[src/rtl/pong_pkg.sv]
// pong_pkg: shared pong geometry, serve timing, direction encodings and ball state enum
package pong_pkg;
  localparam int H_ACTIVE = 640;
  localparam int V_ACTIVE = 480;
  localparam int BALL_SIZE = 8;
  localparam int SPEED = 2;
  localparam int SERVE_FRAMES = 60;
  localparam int CW = 10;
  localparam int X_CENTRE = (H_ACTIVE - BALL_SIZE) / 2;
  localparam int Y_CENTRE = (V_ACTIVE - BALL_SIZE) / 2;
  localparam int X_MAX = H_ACTIVE - BALL_SIZE + 1;
  localparam int Y_MAX = V_ACTIVE - BALL_SIZE + 1;
  localparam int CNT_W = $clog2(SERVE_FRAMES + 1);
  localparam logic RIGHT = 1'b0;
  localparam logic LEFT = 1'b1;
  localparam logic UP = 1'b1;
  localparam logic DOWN = 1'b0;
  typedef enum logic {SERVE, MOVE} state_t;
endpackage

[src/rtl/ball_axis.sv]
// ball_axis: one ball axis (clk, rst, load_i centre, step_i, dec_i, count_i -> pos_o, registered win_o)
module ball_axis
  import pong_pkg::*;
#(
  parameter int CENTRE = 0,
  parameter int MAX = 0
) (
  input  logic          clk,
  input  logic          rst,
  input  logic          load_i,
  input  logic          step_i,
  input  logic          dec_i,
  input  logic [CW-1:0] count_i,
  output logic [CW-1:0] pos_o,
  output logic          win_o
);
  logic [CW-1:0] pos_q, pos_d;
  logic win_q, win_d;
  logic [CW:0] inc_w, dec_w;
  always_comb begin
    inc_w = {1'b0, pos_q} + (CW+1)'(SPEED);
    dec_w = {1'b0, pos_q} - (CW+1)'(SPEED);
    pos_d = load_i ? CW'(CENTRE) : !step_i ? pos_q :
            dec_w == dec_w && dec_i ? (dec_w[CW] ? '0 : dec_w[CW-1:0]) :
            (inc_w > (CW+1)'(MAX) ? CW'(MAX) : inc_w[CW-1:0]);
    win_d = count_i >= pos_q && {1'b0, count_i} < {1'b0, pos_q} + (CW+1)'(BALL_SIZE);
  end
  always_ff @(posedge clk) begin
    if (rst) begin
      pos_q <= CW'(CENTRE);
      win_q <= 1'b0;
    end else begin
      pos_q <= pos_d;
      win_q <= win_d;
    end
  end
  assign pos_o = pos_q;
  assign win_o = win_q;
endmodule

[src/rtl/ball_motion.sv]
// ball_motion: serve FSM + per-frame ball stepping (i_Clk, i_Reset, counts, tick, dirs, miss -> o_X/o_Y, window strobes, o_Serving)
module ball_motion
  import pong_pkg::*;
(
  input  logic          i_Clk,
  input  logic          i_Reset,
  input  logic [CW-1:0] i_HCount,
  input  logic [CW-1:0] i_VCount,
  input  logic          i_Frame_Tick,
  input  logic          i_HDir,
  input  logic          i_VDir,
  input  logic          i_Miss,
  output logic [CW-1:0] o_X,
  output logic [CW-1:0] o_Y,
  output logic          o_HBall,
  output logic          o_VBall,
  output logic          o_Ball,
  output logic          o_Serving
);
  state_t state_q, state_d;
  logic [CNT_W-1:0] cnt_q, cnt_d;
  logic serve_tick, last, step, load;
  always_comb begin
    serve_tick = state_q == SERVE && i_Frame_Tick;
    last = cnt_q == CNT_W'(SERVE_FRAMES - 1);
    state_d = i_Miss ? SERVE : (serve_tick && last) ? MOVE : state_q;
    cnt_d = i_Miss ? '0 : serve_tick ? (last ? '0 : cnt_q + CNT_W'(1)) : cnt_q;
    step = state_q == MOVE && i_Frame_Tick && !i_Miss;
    load = state_q == SERVE || i_Miss;
  end
  always_ff @(posedge i_Clk) begin
    if (i_Reset) begin
      state_q <= SERVE;
      cnt_q <= '0;
    end else begin
      state_q <= state_d;
      cnt_q <= cnt_d;
    end
  end
  ball_axis #(.CENTRE(X_CENTRE), .MAX(X_MAX)) u_x (
    .clk(i_Clk), .rst(i_Reset), .load_i(load), .step_i(step), .dec_i(i_HDir == LEFT),
    .count_i(i_HCount), .pos_o(o_X), .win_o(o_HBall)
  );
  ball_axis #(.CENTRE(Y_CENTRE), .MAX(Y_MAX)) u_y (
    .clk(i_Clk), .rst(i_Reset), .load_i(load), .step_i(step), .dec_i(i_VDir == UP),
    .count_i(i_VCount), .pos_o(o_Y), .win_o(o_VBall)
  );
  assign o_Ball = o_HBall & o_VBall;
  assign o_Serving = state_q == SERVE;
endmodule
[config.mk]
export PLATFORM = sky130hd
export DESIGN_NAME = ball_motion
export DESIGN_NICKNAME = d
export VERILOG_FILES = /design/src/rtl/pong_pkg.sv /design/src/rtl/ball_axis.sv /design/src/rtl/ball_motion.sv
export SDC_FILE = /design/constraint.sdc
export NUM_CORES = 1
export LEC_CHECK = 0
export CAP_MARGIN = 10
export CORE_UTILIZATION = 48
export CTS_CLUSTER_DIAMETER = 60
export DETAILED_ROUTE_END_ITERATION = 10
export GPL_ROUTABILITY_DRIVEN = 0
export GPL_TIMING_DRIVEN = 0
export PLACE_DENSITY = 0.71
export SETUP_SLACK_MARGIN = 0.5
export SYNTH_ARGS = -nofsm -noshare
export SYNTH_HDL_FRONTEND = slang
export SYNTH_SLANG_ARGS = --single-unit
[constraint.sdc]
create_clock -name i_Clk -period 3 [get_ports i_Clk]
set_input_delay 0.6 -clock i_Clk [delete_from_list [all_inputs] [get_ports i_Clk]]
set_output_delay 0.6 -clock i_Clk [all_outputs]
set_load 0.02 [all_outputs]
### Yosys cells after proc, flatten, opt, wreduce, memory -nomap -nowiden

Cells that the tools add are included.

| word-level totals | value |
|---|---|
| register bits after elaboration | 29 |
| input bits | 26 |
| output and inout bits | 24 |
| logic and storage cells | 39 |

| cells by class | value |
|---|---|
| add/sub/neg operators | 7 |
| magnitude comparators | 6 |
| equality and inequality tests | 1 |
| multiplexer cells | 7 |
| bitwise operators | 2 |
| reduce and logical (&&, ||, !) cells | 10 |

Operators with widths:

| kind | count |
|---|---|
| 2-to-1 mux 10 bit | 6 |
| adder 10 x 2 -> 11 bit, second input constant | 2 |
| adder 10 x 4 -> 11 bit, second input constant | 2 |
| less-than comparator 10 x 11 -> 1 bit | 2 |
| subtractor 10 x 2 -> 11 bit, second input constant | 2 |
| >= comparator 10 bit | 2 |
| greater-than comparator 11 x 10 -> 1 bit, second input constant | 1 |
| greater-than comparator 11 x 9 -> 1 bit, second input constant | 1 |
| adder 6 x 1 -> 6 bit, second input constant | 1 |
| == test 6 bit, second input constant | 1 |
| logical AND 1 bit | 6 |
| 2-to-1 mux 6 bit | 1 |
| OR reduction 2 bit | 2 |
| bitwise AND 1 bit | 1 |
| zero test 1 bit | 1 |
| logical OR 1 bit | 1 |
| NOT 1 bit | 1 |

### Longest topological paths before layout

Gate-level depths: netlist of run 1.

| depth | value |
|---|---|
| depth after elaboration | 4 |
| gate-level depth with buffers | 11 |
| gate-level depth less buffers | 10 |

### Cells and area by module

Synthesis of run 1 repeated with hierarchy kept, for this count alone.

| second synthesis, totals | value |
|---|---|
| cells, all modules | 430 |
| area, all modules | 3,418.3 µm² |

By module, submodules not included:

| module | instances | cells an instance | area each (µm²) | seq. area each (µm²) |
|---|---|---|---|---|
| ball_axis at u_x | 1 | 196 | 1,594.0 | 220.2 |
| ball_axis at u_y | 1 | 188 | 1,447.6 | 220.2 |
| ball_motion | 1 | 46 | 376.6 | 140.1 |

### Worst setup path before layout of run 1

No wires, ideal clock.

| timing path | value |
|---|---|
| kind | register to register |
| start | register u_x.pos_q[3], in the netlist u_x.pos_o[3] |
| end | register u_x.win_q, in the netlist u_x.win_o |
| library setup time | 96 ps |
| arrival | 2,190 ps |
| data required time | 2,904 ps |
| setup slack | 714 ps |
| cell stages (with the launch flop) | 11 |
| buffers on the path | 0 |
| clock period less this slack | 2,286 ps |
| path through | dfxtp_1 -> ha_1 -> inv_1 -> or3_1 -> xnor2_1 -> ha_1 -> a21oi_1 -> nand2_1 -> o41ai_1 -> a31oi_1 -> nor4b_1 |

| on the way | value |
|---|---|
| longest elaborated chain between the ends | 3 |
| elaborated cells on any way between the ends | 4 |
| those cells by class | add/sub (1); order compare (2); reduce/logical (1) |

Ends and longest elaborated chain:

| item | line | source |
|---|---|---|
| start, declared | ball_axis.sv:17 | `logic [CW-1:0] pos_q, pos_d;` |
| start signal, assigned | ball_axis.sv:30 | `pos_q <= CW'(CENTRE);` |
| start signal, assigned | ball_axis.sv:33 | `pos_q <= pos_d;` |
| adder 10 x 4 -> 11 bit | ball_axis.sv:26 | `win_d = count_i >= pos_q && {1'b0, count_i} < {1'b0, pos_q} + (CW+1)'(BALL_SIZE);` |
| less-than comparator 10 x 11 -> 1 bit | ball_axis.sv:26 |  |
| logical AND 1 bit * | ball_axis.sv:26 |  |
| end signal, assigned | ball_axis.sv:34 | `win_q <= win_d;` |
| end, declared | ball_axis.sv:18 | `logic win_q, win_d;` |

Every way passes the cells marked *; elsewhere a longest branch is shown, timed or not.
A chain may end at the register's enable or synchronous reset.

### Final worst setup path of run 1

| timing path | value |
|---|---|
| start | register u_x.pos_q[1], in the netlist u_x.pos_o[1] |
| end | register u_x.pos_q[0], in the netlist u_x.pos_o[0] |

| on the way | value |
|---|---|
| longest elaborated chain between the ends | 4 |
| elaborated cells on any way between the ends | 6 |
| those cells by class | add/sub (2); order compare (1); mux (3) |

Ends and longest elaborated chain:

| item | line | source |
|---|---|---|
| adder 10 x 2 -> 11 bit | ball_axis.sv:21 | `inc_w = {1'b0, pos_q} + (CW+1)'(SPEED);` |
| greater-than comparator 11 x 10 -> 1 bit | ball_axis.sv:25 | `(inc_w > (CW+1)'(MAX) ? CW'(MAX) : inc_w[CW-1:0]);` |
| 2-to-1 mux 10 bit | ball_axis.sv:25 |  |
| 2-to-1 mux 10 bit * | ball_axis.sv:24 | `dec_w == dec_w && dec_i ? (dec_w[CW] ? '0 : dec_w[CW-1:0]) :` |

Marked as above.

==> results of run 1 <==
==> layer usage <==
metal  GRT usage  part of all wire
met5           0                 0
met4      0.0860            0.0092
met1       0.360              0.48
met2       0.418              0.44
met3      0.0582             0.074
==> power by group through the flow <==
stage                     logic (mW)  registers [mW]  clock network [mW]
after floorplan               0.0615           0.399                   0
after global placement         0.121           0.397                   0
after detailed placement       0.124           0.398                   0
after CTS                      0.126           0.389               0.329
after global routing           0.142           0.389               0.346
final                          0.127           0.389               0.324
==> state kept, by name (all words and copies together), names as in the netlist <==
register and flops:
cnt_q 6, state_q 1, u_x.pos_o 10, u_x.win_o 1, u_y.pos_o 10, u_y.win_o 1
==> through the flow <==
step	cells	cell area [um^2]
CTS	535	3760
global placement	527	3670
finish	535	3790
floorplan	403	3090
global route	535	3790
detailed placement	527	3670
==> synth_stat cells, drive strengths merged (4+ instances only) <==
library cell / number
xnor2: 23
nor4: 10
clkbuf: 14
o211ai: 5
mux2i: 4
buf: 8
nand2b: 4
a31oi: 7
nand3b: 4
nand3: 11
nor2: 28
o22ai: 6
a21o: 5
nand4: 4
nor3: 21
dfxtp: 29
o21ai: 26
inv: 27
o21a: 5
nand2: 22
ha: 45
a211oi: 4
or4: 6
a21oi: 33
==> worst reg2reg max path, stage by stage (launching register included) <==
cell and delay [ps]:
dfxtp_1 450, ha_1 350, a21boi_0 150, nor4_1 270, o211ai_1 170, a2111oi_1 640, nand3b_1 190, o221a_1 170
==> layout make-up <==
type	count	area (um^2)	area share
Multi-Input combinational cell	322	2310	0.609
Buffer	22	116	0.0307
Sequential cell	29	583	0.154
Tap cell	75	93.8	0.0247
Clock buffer	5	68.8	0.0181
Timing Repair Buffer	49	490	0.129
Clock inverter	3	17.5	0.00462
Inverter	30	113	0.0297
==> cell families after synthesis <==
family          after synthesis  synth area share
compound gates              119             0.253
xor+xnor                     25            0.0709
fa+ha+maj                    45             0.182
buf+inv                      52            0.0717
flops                        29             0.188
mux                           4            0.0130
simple gates                129             0.221
==> what timing repair did <==
item / CTS / global route
endpoints found under the setup margin: 1 / 17
buffers inserted: 0 / 0
resized for setup: 2 / 15
==> final timing paths <==
path | start | endpoint | slack [ps] | cells after the start
max | u_x.pos_o[1]$_SDFFE_PP0P_ | u_x.pos_o[0]$_SDFFE_PP0P_ | 560 | 7
min | cnt_q[5]$_SDFFE_PP0P_ | cnt_q[5]$_SDFFE_PP0P_ | 530 | 2
max reg2reg | u_x.pos_o[1]$_SDFFE_PP0P_ | u_x.pos_o[0]$_SDFFE_PP0P_ | 560 | 7
min reg2reg | cnt_q[5]$_SDFFE_PP0P_ | cnt_q[5]$_SDFFE_PP0P_ | 530 | 2
==> results.yml, run 1 <==
placement:
  dpl.hpwl_um: 6550
  dp_slack_ps: 297
  place.port_buffers: 49
detailed_routing:
  route.detailed.drc: 0
  wirelength_um: 8390
  postRouteAntennaNets: 0
  drt_first_pass_iters: 5
  drt-vias-per-instance: 6.04
  wl_per_cell_um: 15.7
  dr.first_iter.drc_count: 270
  vias: 3230
die:
  die_w_um: 82.2
  die_h_um: 82.2
  rows: 28
  io_pins: 50
  coreArea_um2: 6060
  initial_core_util: 0.509
  fp.dieArea_um2: 6760
cts:
  numCtsBuffers: 5
  cts_hold_buf: 0
  cts_buffer_depth: 2
  cts.sinks: 29
  clkSlewWorstSetupHoldPaths_ps: 70
  h-tree-depth: 2
  clock_tree.root_cell: "clkbuf_8"
  clk_latency_ps: 290
  cts_tree: "yes"
logic_synthesis:
  syn-num-nets: 474
  syn_area_um2: 3090
  synth-seq-cells: 29
  synth_ff_type: "dfxtp_1"
  synth_edf_count: 0
  netlist_top_cells_area: "dfxtp_1 19%, ha_1 18%, xnor2_1 6.5%"
  avgSynthCellArea_um2: 7.66
  yosys.area.top_type: "dfxtp_1"
  synth_top_area_frac: 0.188
  syn-instance-count: 403
  yosysUniqueCellTypes: 62
  async_reset_ff_frac: 0
  ys_seq_area_frac: 0.188
  yosys_warnings: 0
grt:
  grt_pass1_wl_um: 13800
  grt_antenna_before_repair: 0
  grt_usage: 0.267
  grt_max_degree: 11
  overflow: 0
  grt_pass1_vias: 3007
power_and_ir_drop:
  leakage_nw: 1.45
  p_int_uw: 613
  p_sw_uw: 226
  clkPwrFrac: 0.386
  p_sw_frac: 0.269
  p_seq_frac: 0.463
  power_frac_comb: 0.151
  max-vdd-ir-drop_mv: 0.241
  finalPower_uw: 839
  p_per_area_nw_per_um2: 221
timing:
  fin_skew_ps: 4.57
  hold_viol: 0
  period_share: 0.813
  drv_slew: 0
  slew_headroom: 0.350
  tns_ps: 0
  setup_ws_ps: 562
  whs_ps: 531
  finalCriticalPeriod_ps: 2440
  tightest_slew_ps: 967
  rsz0062_at_grt: "yes"
  setup_violations: 0
  fmax_ghz: 0.410
cells_and_area:
  finish.utilization: 0.626
  area_growth_pct: 22.9
  finalNetCount: 530
  antenna_cells: 0
  mostFrequentLayoutCell: "clkdlybuf4s50_1"
  layout_common_cells: "49 x clkdlybuf4s50_1, 44 x ha_1, 32 x a21oi_1"
  nFillCells: 551
  drive_gt1_frac: 0.0870
flow_run:
  maxCapViolations: 0
setup_path:
  required_ps: 3230
  slowest_stage: "a2111oi_1"
  crit_chain: "ha_1 > a21boi_0 > nor4_1 > o211ai_1 > a2111oi_1 > nand3b_1 > o221a_1"
  cp-end-kind: "register"
  critPathTopFamily: "compound AO/OA/AOI/OAI gates"
  worstSetupPathType: "register to register"
  cp_max_fo: 7
  arrival_ps: 2670
  cp-start-kind: "register"
  path_buf_inv: 0
  slowest_delay_ps: 640
status:
  outcome: "finished, final reports clean"
hold_path:
  hold_class: "register to register"
No activity file was read; power rests on OpenSTA's default activity.
==> run 2: changes to the inputs <==
==> constraint.sdc (replaced) <==
create_clock -name i_Clk -period 2.5 [get_ports i_Clk]
set_input_delay 0.5 -clock i_Clk [delete_from_list [all_inputs] [get_ports i_Clk]]
set_output_delay 0.5 -clock i_Clk [all_outputs]
set_load 0.02 [all_outputs]
==> results.yml, run 2 (synthesis gave the netlist of run 1 again) <==
setup_path:
  cp-start-kind: "register"
  slowest_delay_ps: 440
  required_ps: 2650
  slowest_stage: "nor4b_2"
  worst-r2r-setup-slack_ps: 170
  cp_max_fo: 3
  r2r_end: "u_x.win_o$_SDFF_PP0_"
  rr_startpoint: "u_x.pos_o[6]$_SDFFE_PP0P_"
  crit_chain: "buf_8 > nand3_4 > or3_4 > xnor2_1 > ha_1 > a21oi_2 > nand2_1 > o41ai_2 > a31oi_1 > nor4b_2"
  arrival_ps: 2480
  worstSetupPathType: "register to register"
  r2r_cells: 10
  cp-end-kind: "register"
cells_and_area:
  register_area_um2: 631
  area_growth_pct: 52.6
  finalNetCount: 585
  drive_gt1_frac: 0.334
  layout_common_cells: "53 x buf_4, 48 x clkdlybuf4s50_1, 39 x ha_1"
  multiInputGateArea_um2: 2620
  antenna_cells: 0
  mostFrequentLayoutCell: "buf_4"
  fin_cells: 590
  finish.utilization: 0.778
  nFillCells: 441
  fin_area_um2: 4710
cts:
  clk_latency_ps: 290
  cts_hold_buf: 0
  h-tree-depth: 2
  cts_buffer_depth: 2
  cts_tree: "yes"
  clock_tree.root_cell: "clkbuf_8"
  numCtsBuffers: 5
  cts.sinks: 29
  clkSlewWorstSetupHoldPaths_ps: 60
timing:
  slew_headroom: 0.512
  fmax_ghz: 0.428
  rsz0062_at_grt: "yes"
  whs_ps: 530
  hold_viol: 0
  drv_slew: 0
  fin_skew_ps: 6.59
  period_share: 0.934
  tightest_slew_ps: 728
  tns_ps: 0
  finalCriticalPeriod_ps: 2330
  setup_violations: 0
status:
  outcome: "finished, final reports clean"
placement:
  placed_cells: 527
  dpl.hpwl_um: 6510
  post_dp_cell_area_um2: 3770
  place.port_buffers: 49
detailed_routing:
  dr.first_iter.drc_count: 279
  postRouteAntennaNets: 0
  drt_first_pass_iters: 5
  drt-vias-per-instance: 6.23
  route.detailed.drc: 0
  wirelength_um: 10400
  wl_per_cell_um: 17.6
  vias: 3675
hold_path:
  hold_class: "register to register"
  worstHoldStart: "cnt_q[5]$_SDFFE_PP0P_"
  hold_end: "cnt_q[5]$_SDFFE_PP0P_"
  hold_depth: 2
die:
  initial_core_util: 0.509
  fp.dieArea_um2: 6760
  io_pins: 50
  rows: 28
  die_h_um: 82.2
  die_w_um: 82.2
  coreArea_um2: 6060
power_and_ir_drop:
  max-vdd-ir-drop_mv: 0.341
  leakage_nw: 1.83
  p_per_area_nw_per_um2: 227
grt:
  grt_max_degree: 11
  grt_antenna_before_repair: 0
  overflow: 0
  grt_pass1_vias: 3240
  grt_usage: 0.287
  grt_pass1_wl_um: 14800
flow_run:
  maxCapViolations: 0
==> run 2: cell types whose count changed in the layout (fill, tap and decap cells not counted), moves of 6 or more <==
cell      previous run  this run
nor3_2               0         6
a21oi_2              1         8
dfxtp_1             27        13
nor3_1              21        14
dfxtp_4              0        12
a21oi_1             32        25
buf_4                0        53
o21ai_0             24        16
clkbuf_1             9         1
==> run 2: worst max-delay path by stage <==
stage / endpoint / start / depth (start not counted)
after floorplan: u_x.pos_o[3]$_SDFFE_PP1P_ / u_x.pos_o[2]$_SDFFE_PP1P_ / 8
after global placement: u_x.win_o$_SDFF_PP0_ / i_HCount[1] / 8
after detailed placement: u_x.win_o$_SDFF_PP0_ / i_HCount[1] / 8
after CTS: u_x.win_o$_SDFF_PP0_ / u_x.pos_o[7]$_SDFFE_PP0P_ / 10
after global routing: u_x.win_o$_SDFF_PP0_ / u_x.pos_o[6]$_SDFFE_PP0P_ / 10
final: u_x.win_o$_SDFF_PP0_ / u_x.pos_o[6]$_SDFFE_PP0P_ / 10
==> run 2: layer usage <==
metal | track usage | vias to the layer above | wire (um)
met5 | 0 | - | 0
met4 | 0.144 | 0 | 492
met3 | 0.0352 | 56 | 590
met2 | 0.524 | 175 | 5220
met1 | 0.326 | 1722 | 4070
li1 | - | 1722 | -
==> run 2: report_power, final <==
part,leakage (nW),internal [mW],switching [mW],total [mW]
clock,0.0542,0.249,0.194,0.443
sequential,0.237,0.452,0.00189,0.453
combinational,1.54,0.0914,0.0843,0.176
total,1.83,0.792,0.280,1.07
==> run 2: stage by stage <==
| stage | power [mW] | setup WS (ps) |
|---|---|---|
| floorplan | 0.549 | 426 |
| detailed placement | 0.623 | -195 |
| global placement | 0.620 | -185 |
| global route | 1.11 | 121 |
| finish | 1.07 | 166 |
| CTS | 1.07 | 272 |
==> run 2: what timing repair did <==
| item | 4_1_cts | 5_1_grt |
|---|---|---|
| setup endpoints to repair | 27 | 27 |
| pin swaps | 19 | 38 |
| buffers inserted | 27 | 25 |
| gates cloned | 1 | 2 |
| resized for setup | 65 | 57 |
==> run 2: critical path: cells and delay by family (launching register included) <==
family,cells,cell delay (ps)
buffers and inverters,1,100
DFF,1,370
AOI/OAI and AO/OA,3,300
xor gates and xnor gates,1,140
and+or+nand+nor,4,970
adders and majority gates,1,310
==> run 2: area by class of cell <==
class,count,area share
Tap cell,75,0.0199
Buffer,22,0.0451
Inverter,30,0.0279
Clock buffer,7,0.0204
Timing Repair Buffer,104,0.196
Clock inverter,1,0.00106
Multi-Input combinational cell,322,0.556
Sequential cell,29,0.134
